===== src/rtl/mdio_pkg.sv =====
// MDIO master shared definitions: frame codes, FSM states and op helpers.
package mdio_pkg;

  localparam logic [1:0] ST_C22 = 2'b01;
  localparam logic [1:0] ST_C45 = 2'b00;

  localparam logic [1:0] OP_C22_WR   = 2'b01;
  localparam logic [1:0] OP_C22_RD   = 2'b10;
  localparam logic [1:0] OP_C45_ADDR = 2'b00;
  localparam logic [1:0] OP_C45_WR   = 2'b01;
  localparam logic [1:0] OP_C45_RD   = 2'b11;
  localparam logic [1:0] OP_C45_RINC = 2'b10;

  localparam logic [1:0] TA_WR = 2'b10;

  typedef enum logic [3:0] {
    S_IDLE, S_PRE, S_ST, S_OP, S_PHY,
    S_REG, S_TA, S_DATA, S_FIN, S_ERR
  } state_e;

  function automatic logic is_read(
    input logic c45, input logic [1:0] op);
    return c45 ? (op == OP_C45_RD || op == OP_C45_RINC)
               : (op == OP_C22_RD);
  endfunction

  function automatic logic is_illegal(
    input logic c45, input logic [1:0] op);
    return !c45 && op != OP_C22_WR && op != OP_C22_RD;
  endfunction

endpackage


===== src/rtl/mdio_clk_gen.sv =====
// MDC divider: low-first 50% clock while run=1, with edge strobes
// asserted in the sys_clk cycle just before each MDC transition.
module mdio_clk_gen #(
  parameter int CLK_DIV = 10
) (
  input  logic clk,
  input  logic rst,
  input  logic run,
  output logic mdc,
  output logic mdc_rise,
  output logic mdc_fall
);

  localparam int CW = $clog2(CLK_DIV);

  logic [CW-1:0] cnt_q, cnt_d;
  logic          mdc_q, mdc_d;
  logic          wrap;

  assign wrap = (cnt_q == CW'(CLK_DIV - 1));

  always_comb begin
    cnt_d = cnt_q;
    mdc_d = mdc_q;
    if (!run) begin
      cnt_d = '0;
      mdc_d = 1'b0;
    end else if (wrap) begin
      cnt_d = '0;
      mdc_d = ~mdc_q;
    end else begin
      cnt_d = cnt_q + 1'b1;
    end
  end

  always_ff @(posedge clk or posedge rst) begin
    if (rst) begin
      cnt_q <= '0;
      mdc_q <= 1'b0;
    end else begin
      cnt_q <= cnt_d;
      mdc_q <= mdc_d;
    end
  end

  assign mdc      = mdc_q;
  assign mdc_rise = run & wrap & ~mdc_q;
  assign mdc_fall = run & wrap & mdc_q;

endmodule


===== src/rtl/mdio_master.sv =====
// MDIO management master: Clause 22/45 frame serialiser with
// optional preamble, TA acknowledge check and busy/done handshake.
module mdio_master
  import mdio_pkg::*;
#(
  parameter int CLK_DIV     = 10,
  parameter int PRE_LEN     = 32,
  parameter int SUPPORT_C45 = 1
) (
  input  logic        sys_clk,
  input  logic        sys_rst,
  input  logic        start_flag,
  input  logic        c45,
  input  logic [1:0]  op,
  input  logic [4:0]  phy_add,
  input  logic [4:0]  reg_add,
  input  logic [15:0] write_reg_data,
  input  logic        preamble_en,
  input  logic        mdio_in,
  output logic [15:0] read_reg_data,
  output logic        busy,
  output logic        done,
  output logic        rd_err,
  output logic        mdio_en,
  output logic        mdio_o,
  output logic        mdc
);

  state_e      state_q, state_d;
  logic [5:0]  cnt_q, cnt_d;
  logic        c45_q, c45_d;
  logic        rd_q, rd_d;
  logic [1:0]  op_q, op_d;
  logic [4:0]  phy_q, phy_d;
  logic [4:0]  reg_q, reg_d;
  logic [15:0] tx_q, tx_d;
  logic [15:0] rx_q, rx_d;
  logic [15:0] rdata_q, rdata_d;
  logic        err_q, err_d;
  logic        en_q, en_d;
  logic        o_q, o_d;

  logic        run, mdc_rise, mdc_fall;
  logic        c45_in;
  logic [1:0]  st_in;
  logic [15:0] fld;

  assign run = state_q != S_IDLE && state_q != S_FIN
            && state_q != S_ERR;

  mdio_clk_gen #(.CLK_DIV(CLK_DIV)) u_clk (
    .clk      (sys_clk),
    .rst      (sys_rst),
    .run      (run),
    .mdc      (mdc),
    .mdc_rise (mdc_rise),
    .mdc_fall (mdc_fall)
  );

  assign c45_in = (SUPPORT_C45 != 0) && c45;
  assign st_in  = c45_in ? ST_C45 : ST_C22;

  always_comb begin
    state_d = state_q;
    cnt_d   = cnt_q;
    c45_d   = c45_q;
    rd_d    = rd_q;
    op_d    = op_q;
    phy_d   = phy_q;
    reg_d   = reg_q;
    tx_d    = tx_q;
    rx_d    = rx_q;
    rdata_d = rdata_q;
    err_d   = err_q;
    en_d    = en_q;
    o_d     = o_q;
    fld     = 16'hFFFF;
    unique case (state_q)
      S_IDLE: begin
        if (start_flag) begin
          c45_d = c45_in;
          rd_d  = is_read(c45_in, op);
          op_d  = op;
          phy_d = phy_add;
          reg_d = reg_add;
          tx_d  = write_reg_data;
          err_d = 1'b0;
          if (is_illegal(c45_in, op)) begin
            state_d = S_ERR;
          end else if (preamble_en) begin
            state_d = S_PRE;
            cnt_d   = 6'(PRE_LEN - 1);
            en_d    = 1'b1;
            o_d     = 1'b1;
          end else begin
            state_d = S_ST;
            cnt_d   = 6'd1;
            en_d    = 1'b1;
            o_d     = st_in[1];
          end
        end
      end
      S_ERR: begin
        state_d = S_FIN;
        err_d   = 1'b1;
      end
      S_FIN: state_d = S_IDLE;
      default: begin
        if (mdc_rise) begin
          if (state_q == S_TA && cnt_q == 6'd0 && rd_q && mdio_in)
            err_d = 1'b1;
          if (state_q == S_DATA)
            rx_d = {rx_q[14:0], mdio_in};
        end
        if (mdc_fall) begin
          if (cnt_q != 6'd0) begin
            cnt_d = cnt_q - 6'd1;
            if (state_q == S_DATA)
              tx_d = {tx_q[14:0], 1'b0};
          end else begin
            case (state_q)
              S_PRE:   begin state_d = S_ST;   cnt_d = 6'd1;  end
              S_ST:    begin state_d = S_OP;   cnt_d = 6'd1;  end
              S_OP:    begin state_d = S_PHY;  cnt_d = 6'd4;  end
              S_PHY:   begin state_d = S_REG;  cnt_d = 6'd4;  end
              S_REG:   begin state_d = S_TA;   cnt_d = 6'd1;  end
              S_TA:    begin state_d = S_DATA; cnt_d = 6'd15; end
              default: state_d = S_FIN;
            endcase
          end
          case (state_d)
            S_ST:    fld = {14'd0, c45_q ? ST_C45 : ST_C22};
            S_OP:    fld = {14'd0, op_q};
            S_PHY:   fld = {11'd0, phy_q};
            S_REG:   fld = {11'd0, reg_q};
            S_TA:    fld = {14'd0, TA_WR};
            default: fld = 16'hFFFF;
          endcase
          o_d = (state_d == S_DATA) ? tx_d[15] : fld[cnt_d[3:0]];
          // Read frames release the pad from the first TA bit onward.
          if (state_d == S_FIN
              || (rd_q && (state_d == S_TA || state_d == S_DATA))) begin
            en_d = 1'b0;
            o_d  = 1'b1;
          end
          if (state_d == S_FIN && rd_q)
            rdata_d = rx_q;
        end
      end
    endcase
  end

  always_ff @(posedge sys_clk or posedge sys_rst) begin
    if (sys_rst) begin
      state_q <= S_IDLE;
      cnt_q   <= '0;
      c45_q   <= 1'b0;
      rd_q    <= 1'b0;
      op_q    <= '0;
      phy_q   <= '0;
      reg_q   <= '0;
      tx_q    <= '0;
      rx_q    <= '0;
      rdata_q <= '0;
      err_q   <= 1'b0;
      en_q    <= 1'b0;
      o_q     <= 1'b1;
    end else begin
      state_q <= state_d;
      cnt_q   <= cnt_d;
      c45_q   <= c45_d;
      rd_q    <= rd_d;
      op_q    <= op_d;
      phy_q   <= phy_d;
      reg_q   <= reg_d;
      tx_q    <= tx_d;
      rx_q    <= rx_d;
      rdata_q <= rdata_d;
      err_q   <= err_d;
      en_q    <= en_d;
      o_q     <= o_d;
    end
  end

  assign read_reg_data = rdata_q;
  assign busy          = state_q != S_IDLE;
  assign done          = state_q == S_FIN;
  assign rd_err        = err_q;
  assign mdio_en       = en_q;
  assign mdio_o        = o_q;

endmodule


===== config.mk =====
export PLATFORM = sky130hd
export DESIGN_NAME = mdio_master
export DESIGN_NICKNAME = d
export VERILOG_FILES = /design/src/rtl/mdio_pkg.sv /design/src/rtl/mdio_clk_gen.sv /design/src/rtl/mdio_master.sv
export SDC_FILE = /design/constraint.sdc
export NUM_CORES = 1
export LEC_CHECK = 0
export ABC_AREA = 1
export CORE_UTILIZATION = 40
export DETAILED_ROUTE_END_ITERATION = 16
export HOLD_SLACK_MARGIN = 0.02
export PLACE_DENSITY = 0.64
export RECOVER_POWER = 100
export SETUP_SLACK_MARGIN = 0.15
export SLEW_MARGIN = 20
export SYNTH_ARGS = -nofsm -noshare
export SYNTH_HDL_FRONTEND = slang
export SYNTH_SLANG_ARGS = --single-unit
export TNS_END_PERCENT = 50

===== constraint.sdc =====
create_clock -name sys_clk -period 3.6 [get_ports sys_clk]
set_input_delay 0.54 -clock sys_clk [delete_from_list [all_inputs] [get_ports sys_clk]]
set_output_delay 0.54 -clock sys_clk [all_outputs]
set_load 0.005 [all_outputs]

==> impl_metrics.yaml, run 1 <==
cts:
  clock-sinks: 80
  cts_setup_buffers: 0
  cts_hold_buf: 0
  htree_num_levels: 3
  cts.path.max_buffers: 2
  clk_latency_ns: 0.35
  cts_tree: "built"
  ctsResizeCount: 0
  clk_pin_slew_ns: 0.08
  numCtsBuffers: 9
  root_buffer: "clkbuf_8"
layout:
  nets: 600
  area_growth_pct: 21.62
  final.fill_count: 969
  stdcell_area_mm2: 0.004878
  fin_util_pct: 50.14
  layout-drive-gt1-share_pct: 8.113
  diodes: 0
synthesis:
  yosys.area.top_type: "dfrtp_1"
  synth_top_area_share_pct: 49.28
  netlist_top_cells_area: "dfrtp_1, nand2_1, o21ai_0"
  synth_seq_cells: 80
  synth_fp_nets: 545
  syn-mean-instance-area_um2: 7.912
  ys_warn_count: 0
  syn_area_mm2: 0.004011
  async_flop_share_pct: 100.0
  ys.flop_type: "dfrtp_1"
  synth_seq_area_share_pct: 49.94
  synth_cells: 507
  synth_edf_count: 0
  synth_cell_types: 42
sta:
  fin_crit_sh_pct: 83.23
  rsz0062_at_grt: "no"
  setup_viol: 0
  final_max_slew_viol_count: 0
  final_hold_viol_count: 0
  worst_pin_slew_ns: 1.132
  period_needed_ns: 2.996
  slew_headroom_pct: 24.45
  final.setup.tns_ns: 0
  fmax_ghz: 0.3337
  fin_skew_ns: 0.006708
  whs_ns: 0.4817
run:
  drv_cap: 0
setup_path:
  end_kind: "flop"
  cp_max_fo: 18
  required_ns: 3.89
  rrSetupSlack_ns: 0.60
  crit_type: "reg2reg"
  cp-start-kind: "flop"
  crit_arrival_ns: 3.29
route:
  vias: 3444
  avgViaCountPerCell: 4.920
  ant_nets: 0
  dr.pass1.iters: 5
  drc_errors: 0
  drt_iter0_drc: 194
  wire_per_inst_um: 13.31
  wirelength_mm: 9.314
placed_design:
  io_buffers: 55
  dpl.hpwl_mm: 6.618
  dpl_cell_area_mm2: 0.004702
  gp_congestion: 1.002
die:
  rows: 36
  die_h_um: 102.1
  ios: 56
  initial_core_util_pct: 41.23
  die-width_um: 102.1
  coreArea_mm2: 0.009729
  die_area_mm2: 0.01043
grt:
  grt_max_degree: 44
  grt_pass1_wl_mm: 15.68
  overflow: 0
  grt_pass1_vias: 3308
  gr-usage-all-layers_pct: 19.48
  antenna_found_initial: 0
power:
  total_leakage_power_nw: 2.288
  ir_worst_vdd_mv: 0.2034
  power.density_mw_per_mm2: 371.9
outcome:
  outcome: "finished, final reports clean"
min_path:
  worstHoldPathType: "reg2reg"
==> sequential cells by signal (all words and copies together) (netlist names) <==
register,count
mdio_o,1
rd_err,1
c45_q,1
mdio_en,1
reg_q,5
cnt_q,6
tx_q,16
u_clk.mdc,1
rd_q,1
phy_q,5
u_clk.cnt_q,4
read_reg_data,16
rx_q,16
state_q,4
op_q,2
==> where the power goes <==
group	switching, mW	internal (mW)	total [mW]
logic	0.0785	0.0621	0.141
registers	0.0158	0.923	0.939
clock network	0.340	0.395	0.735
total	0.434	1.38	1.81
==> cell families (layout without fill, tap and decap cells) <==
group,after synthesis,in the layout,share of synthesized area [%]
compound gates,99,99,14.07
fa+ha+maj,4,4,1.248
buf+inv,78,138,7.735
flops,80,80,49.94
xor+xnor,4,4,0.8735
simple gates,241,241,25.86
mux,1,1,0.2807
==> placed cells by master, fill, tap and decap left out, drive strengths merged, types with 2 or more instances in the layout <==
master | synthesis | final
nand2 | 169 | 169
dlygate4sd3 | 0 | 23
nor3 | 2 | 2
nand3 | 16 | 16
nand4 | 4 | 4
a21oi | 8 | 8
nor2 | 46 | 46
ha | 4 | 4
a22oi | 2 | 2
buf | 6 | 3
o211ai | 2 | 2
o21ai | 75 | 75
dfrtp | 79 | 79
clkinv | 1 | 4
clkdlybuf4s50 | 0 | 32
bufinv | 0 | 2
inv | 62 | 63
nand3b | 2 | 2
xor2 | 3 | 3
a31oi | 5 | 5
clkbuf | 9 | 11
==> worst paths after layout <==
check                                       start              endpoint  cells past startpoint
max                        state_q[3]$_DFFE_PP0P_    rd_err$_DFFE_PP0P_                     13
min                          phy_q[2]$_DFFE_PP0P_  phy_q[2]$_DFFE_PP0P_                      2
max reg2reg                state_q[3]$_DFFE_PP0P_    rd_err$_DFFE_PP0P_                     13
min reg2reg                  phy_q[2]$_DFFE_PP0P_  phy_q[2]$_DFFE_PP0P_                      2
max in group asynchronous                 sys_rst    rd_err$_DFFE_PP0P_                      4
min in group asynchronous                 sys_rst  tx_q[15]$_DFFE_PP0P_                      2
==> metrics by stage <==
step	worst slack (ns)	instances	total power [mW]
2_1_floorplan	1.010	507	1.032
3_3_place_gp	0.8863	684	1.099
3_5_place_dp	0.8060	684	1.102
4_1_cts	0.7940	700	1.849
5_1_grt	0.3979	700	1.899
6_report	0.6037	700	1.814
==> cell usage after synthesis (6+ instances only) <==
cell / count
o21ai_1: 34
a21oi_1: 6
dfrtp_1: 79
nand2_1: 164
nor2_1: 36
nand3_1: 14
inv_2: 11
nor2_2: 7
inv_1: 51
clkbuf_1: 9
o21ai_0: 41
==> layout make-up <==
cell class	instances	area (µm²)	share of cell area, %
Inverter	63	241.5	4.950
Clock buffer	10	127.6	2.616
Tap cell	133	166.4	3.411
Sequential cell	80	2003	41.06
Timing Repair Buffer	59	578.1	11.85
Clock inverter	6	91.34	1.872
Multi-Input combinational cell	349	1670	34.24
==> worst max-delay path, cell delays in order (launching register included) <==
cell and delay, ns:
dfrtp_1 0.43, inv_1 0.20, nand2_1 0.16, nor2_4 0.40, clkinv_4 0.27, nand2_1 0.20, nor2_1 0.09, nand2_1 0.18
a21oi_4 0.09, inv_1 0.24, nor2_2 0.20, inv_2 0.27, o21ai_0 0.15, inv_1 0.07
==> metal layers <==
layer	vias to the layer above	GRT usage, %	part of all wire (%)
li1	1726	-	-
met1	1568	25.00	45
met2	124	31.23	46
met3	26	5.609	7.3
met4	0	7.363	2.2
met5	-	0	0
Note: power is estimated with default switching activity, not from simulation.
==> run 2, diff against run 1 <==
==> constraint.sdc (replaced) <==
create_clock -name sys_clk -period 2.8 [get_ports sys_clk]
set_input_delay 0.42 -clock sys_clk [delete_from_list [all_inputs] [get_ports sys_clk]]
set_output_delay 0.42 -clock sys_clk [all_outputs]
set_load 0.005 [all_outputs]
==> impl_metrics.yaml, run 2 (synthesis results as in run 1) <==
route:
  drt_iter0_drc: 173
  vias: 3400
  drc_errors: 0
  avgViaCountPerCell: 4.843
  wirelength_mm: 8.826
  ant_nets: 0
  dr.pass1.iters: 5
  wire_per_inst_um: 12.57
setup_path:
  critPathTopFamily: "buffers and inverters"
  path_cells: "inv_1, nand2_1, nor2_1, clkinv_4, clkdlybuf4s50_1"
  crit_type: "reg2out"
  crit_arrival_ns: 2.09
  cp_max_fo: 18
  end_kind: "output port"
  critPathMaxStageDelay_ns: 0.50
  crit_buf_inv: 3
  required_ns: 2.38
  cp-start-kind: "flop"
  cpMaxStageDelayCell: "clkdlybuf4s50_1"
min_path:
  worstHoldPathType: "in2async"
grt:
  overflow: 0
  grt_max_degree: 49
  gr-usage-all-layers_pct: 18.80
  antenna_found_initial: 0
  grt_pass1_wl_mm: 15.00
  grt_pass1_vias: 3279
die:
  initial_core_util_pct: 41.23
  die_area_mm2: 0.01043
  coreArea_mm2: 0.009729
  die-width_um: 102.1
  die_h_um: 102.1
  ios: 56
  rows: 36
sta:
  final.setup.tns_ns: 0
  fin_skew_ns: 0.007052
  rsz0062_at_grt: "no"
  final_hold_viol_count: 0
  worst_pin_slew_ns: 1.255
  fmax_ghz: 0.3982
  setup_viol: 0
  slew_headroom_pct: 16.34
  final_max_slew_viol_count: 0
  period_needed_ns: 2.511
  fin_crit_sh_pct: 89.68
outcome:
  outcome: "finished, final reports clean"
cts:
  clk_latency_ns: 0.35
  clock-sinks: 80
  clk_pin_slew_ns: 0.08
  htree_num_levels: 3
  numCtsBuffers: 9
  cts_tree: "built"
  root_buffer: "clkbuf_8"
  cts_setup_buffers: 0
  cts.path.max_buffers: 2
layout:
  final.fill_count: 995
  nets: 604
  layout_common_cells: "nand2_1, dfrtp_1, o21ai_0, inv_1, nor2_1"
  seq_area_mm2: 0.002003
  diodes: 0
  multi_input_area_mm2: 0.001690
  layout-drive-gt1-share_pct: 8.963
  area_growth_pct: 21.27
  final_common_cell: "nand2_1"
power:
  power.density_mw_per_mm2: 435.8
  total_leakage_power_nw: 2.279
  ir_worst_vdd_mv: 0.2045
  p_total_mw: 2.120
placed_design:
  gp_congestion: 0.8357
  io_buffers: 55
  dpl.hpwl_mm: 6.364
run:
  drv_cap: 0
## run 2: cell count changes in the layout (fill, tap and decap cells not counted), moves of 2 or more
cell / change
inv_1: -2
nor2_4: +2
clkinvlp_4: +2
nor2_2: -2
a21oi_2: +2
inv_2: +2
a21oi_4: -2
bufinv_16: -2
clkinv_4: -2
## run 2: layout make-up
type / count / area share, %
Sequential cell: 80 / 41.18
Multi-Input combinational cell: 349 / 34.75
Timing Repair Buffer: 63 / 12.37
Inverter: 63 / 4.964
Tap cell: 133 / 3.421
Clock buffer: 11 / 2.906
Clock inverter: 3 / 0.4115
## run 2: layer usage
metal	share of wire (%)	vias to the layer above	track usage [%]	wire [µm]
met4	1.6	0	9.011	139
met5	0	-	0	0
met2	46	80	29.17	4044
met3	5.7	12	5.198	507
met1	47	1572	24.36	4135
li1	-	1736	-	-
## run 2: stage by stage
step | cell area (µm²) | hold WS, ns | util [%] | setup slack (ns) | std cells
floorplan | 4011 | 0.4422 | - | 0.3299 | 507
global placement | 4732 | 0.4669 | 48.64 | 0.4961 | 688
detailed placement | 4732 | 0.4622 | 48.64 | 0.4327 | 688
CTS | 4893 | 0.2991 | 50.30 | 0.3681 | 702
global route | 4865 | 0.4853 | 50.00 | 0.1013 | 702
finish | 4865 | 0.4688 | 50.00 | 0.2889 | 702
## run 2: repair_timing
| item | CTS | global route |
|---|---|---|
| resized for setup | 0 | 3 |
| hold buffers | 0 | 0 |
| setup endpoints to repair | 0 | 1 |
## run 2: final timing paths
path                                                      to  slack [ns]  cells past startpoint              startpoint
worst max-delay path                                    busy        0.29                      5  state_q[3]$_DFFE_PP0P_
worst min-delay path                    rx_q[11]$_DFFE_PP0P_        0.47                      2                 sys_rst
worst max register to register        state_q[0]$_DFFE_PP0P_        0.36                     12  state_q[3]$_DFFE_PP0P_
worst min register to register          phy_q[0]$_DFFE_PP0P_        0.48                      2    phy_q[0]$_DFFE_PP0P_
max in group asynchronous       read_reg_data[0]$_DFFE_PP0P_        0.87                      3                 sys_rst
min in group sys_clk                    phy_q[0]$_DFFE_PP0P_        0.48                      2    phy_q[0]$_DFFE_PP0P_
## run 2: power breakdown
part | leakage [nW] | switching [mW] | internal, mW | total, mW
clock network | 0.0773 | 0.399 | 0.335 | 0.735
registers | 0.998 | 0.0200 | 1.19 | 1.21
logic | 1.20 | 0.0991 | 0.0793 | 0.178
==> run 3, diff against run 2 <==
--- a/config.mk
+++ b/config.mk
@@ -9,7 +9,6 @@
 export CORE_UTILIZATION = 40
 export DETAILED_ROUTE_END_ITERATION = 16
 export HOLD_SLACK_MARGIN = 0.02
-export PLACE_DENSITY = 0.64
 export RECOVER_POWER = 100
 export SETUP_SLACK_MARGIN = 0.15
 export SLEW_MARGIN = 20
==> impl_metrics.yaml, run 3 (synthesis results as in run 1) <==
cts:
  clock-sinks: 80
  numCtsBuffers: 9
  cts_tree: "built"
  cts_hold_buf: 0
  clk_latency_ns: 0.35
  cts.path.max_buffers: 2
  root_buffer: "clkbuf_8"
  clk_pin_slew_ns: 0.09
  htree_num_levels: 3
sta:
  final.setup.tns_ns: 0
  worst_pin_slew_ns: 1.119
  fmax_ghz: 0.4078
  final_hold_viol_count: 0
  setup_slack_ns: 0.3478
  period_needed_ns: 2.452
  fin_crit_sh_pct: 87.58
  slew_headroom_pct: 24.98
  final_max_slew_viol_count: 0
  fin_skew_ns: 0.01082
  rsz0062_at_grt: "yes"
  setup_viol: 0
die:
  initial_core_util_pct: 41.23
  coreArea_mm2: 0.009729
  ios: 56
  die-width_um: 102.1
  die_h_um: 102.1
  rows: 36
  die_area_mm2: 0.01043
setup_path:
  critPathTopFamily: "buffers and inverters"
  rr_worst_depth: 13
  cpMaxStageDelayCell: "dlygate4sd3_1"
  required_ns: 2.38
  critPathMaxStageDelay_ns: 0.63
  path_cells: "inv_1, nand2_2, nor2_4, clkinv_4, dlygate4sd3_1"
  end_kind: "output port"
  r2r-end: "op_q[0]$_DFFE_PP0P_"
  crit_arrival_ns: 2.03
  crit_buf_inv: 3
  cp_max_fo: 18
  worstReg2RegStart: "state_q[3]$_DFFE_PP0P_"
  rrSetupSlack_ns: 0.36
  crit_type: "reg2out"
  cp-start-kind: "flop"
placed_design:
  dpl.hpwl_mm: 6.405
  dp_slack_ns: 0.3548
  gp_congestion: 1.010
  io_buffers: 55
grt:
  antenna_found_initial: 0
  gr-usage-all-layers_pct: 18.48
  overflow: 0
  grt_max_degree: 56
  grt_pass1_wl_mm: 14.99
  grt_pass1_vias: 3276
route:
  dr.pass1.iters: 4
  wirelength_mm: 8.769
  drt_iter0_drc: 183
  avgViaCountPerCell: 4.766
  drc_errors: 0
  wire_per_inst_um: 12.46
  ant_nets: 0
  vias: 3355
power:
  swShare_pct: 25.27
  seqPwrFrac_pct: 53.5
  ir_worst_vdd_mv: 0.1990
  p_total_mw: 2.255
  power.density_mw_per_mm2: 459.6
  total_leakage_power_nw: 2.285
  clkPwrFrac_pct: 38.5
  p_comb_share_pct: 8.0
  p_switching_mw: 0.5699
  p_int_mw: 1.686
min_path:
  worstHoldPathType: "reg2reg"
  hp-start: "phy_q[4]$_DFFE_PP0P_"
  whs_endpoint: "phy_q[4]$_DFFE_PP0P_"
  whs_path_depth: 2
layout:
  layout_common_cells: "nand2_1, dfrtp_1, o21ai_0, inv_1, nor2_1"
  diodes: 0
  fin_util_pct: 50.44
  nets: 604
  multi_input_area_mm2: 0.001693
  final.fill_count: 982
  seq_area_mm2: 0.002003
  layout-drive-gt1-share_pct: 9.807
  area_growth_pct: 22.33
  final_common_cell: "nand2_1"
outcome:
  outcome: "finished, final reports clean"
run:
  drv_cap: 0
run 3: final cells by class:
| class | instances | share of cell area [%] |
|---|---|---|
| Clock buffer | 9 | 2.524 |
| Clock inverter | 7 | 1.606 |
| Inverter | 63 | 4.946 |
| Multi-Input combinational cell | 349 | 34.50 |
| Sequential cell | 80 | 40.82 |
| Tap cell | 133 | 3.391 |
| Timing Repair Buffer | 63 | 12.21 |
run 3: power by group through the flow:
stage | registers (mW) | logic [mW] | clock network, mW
global route | 1.21 | 0.207 | 0.942
floorplan | 1.22 | 0.103 | 0
finish | 1.21 | 0.180 | 0.869
CTS | 1.21 | 0.187 | 0.895
detailed placement | 1.23 | 0.186 | 0
global placement | 1.23 | 0.183 | 0
run 3: worst max path at each step:
stage / startpoint / end / depth (start not counted)
2_1_floorplan: sys_rst / c45_q$_DFFE_PP0P_ / 1
3_3_place_gp: cnt_q[0]$_DFFE_PP0P_ / mdio_o$_DFFE_PP1P_ / 18
3_5_place_dp: cnt_q[0]$_DFFE_PP0P_ / mdio_o$_DFFE_PP1P_ / 18
4_1_cts: cnt_q[0]$_DFFE_PP0P_ / mdio_o$_DFFE_PP1P_ / 18
5_1_grt: cnt_q[0]$_DFFE_PP0P_ / mdio_o$_DFFE_PP1P_ / 18
6_report: state_q[3]$_DFFE_PP0P_ / busy / 5
run 3: worst register-to-register path, delay by kind of cell, from the launching register on:
family / cells / cell delay, ns
AOI/OAI and AO/OA: 2 / 0.25
DFF: 1 / 0.43
and+or+nand+nor: 7 / 1.00
buffers and inverters: 4 / 0.64
run 3: layer usage:
layer / vias up / GRT usage [%] / wire length, µm / part of all wire [%]
met4: 0 / 7.363 / 146 / 1.7
met1: 1548 / 24.64 / 4276 / 49
met2: 61 / 29.27 / 3950 / 45
li1: 1734 / - / - / -
met3: 12 / 4.104 / 395 / 4.5
met5: - / 0 / 0 / 0
run 3: stage by stage:
stage / instance area [µm²] / cells / hold slack (ns)
global route: 4907 / 704 / 0.5063
CTS: 4936 / 704 / 0.3837
finish: 4907 / 704 / 0.4863
global placement: 4733 / 688 / 0.4593
floorplan: 4011 / 507 / 0.4422
detailed placement: 4733 / 688 / 0.4678
run 3: timing repair:
item	in CTS	in global routing
setup buffers	0	0
endpoints found under the setup margin	0	2
gates resized for setup	0	3
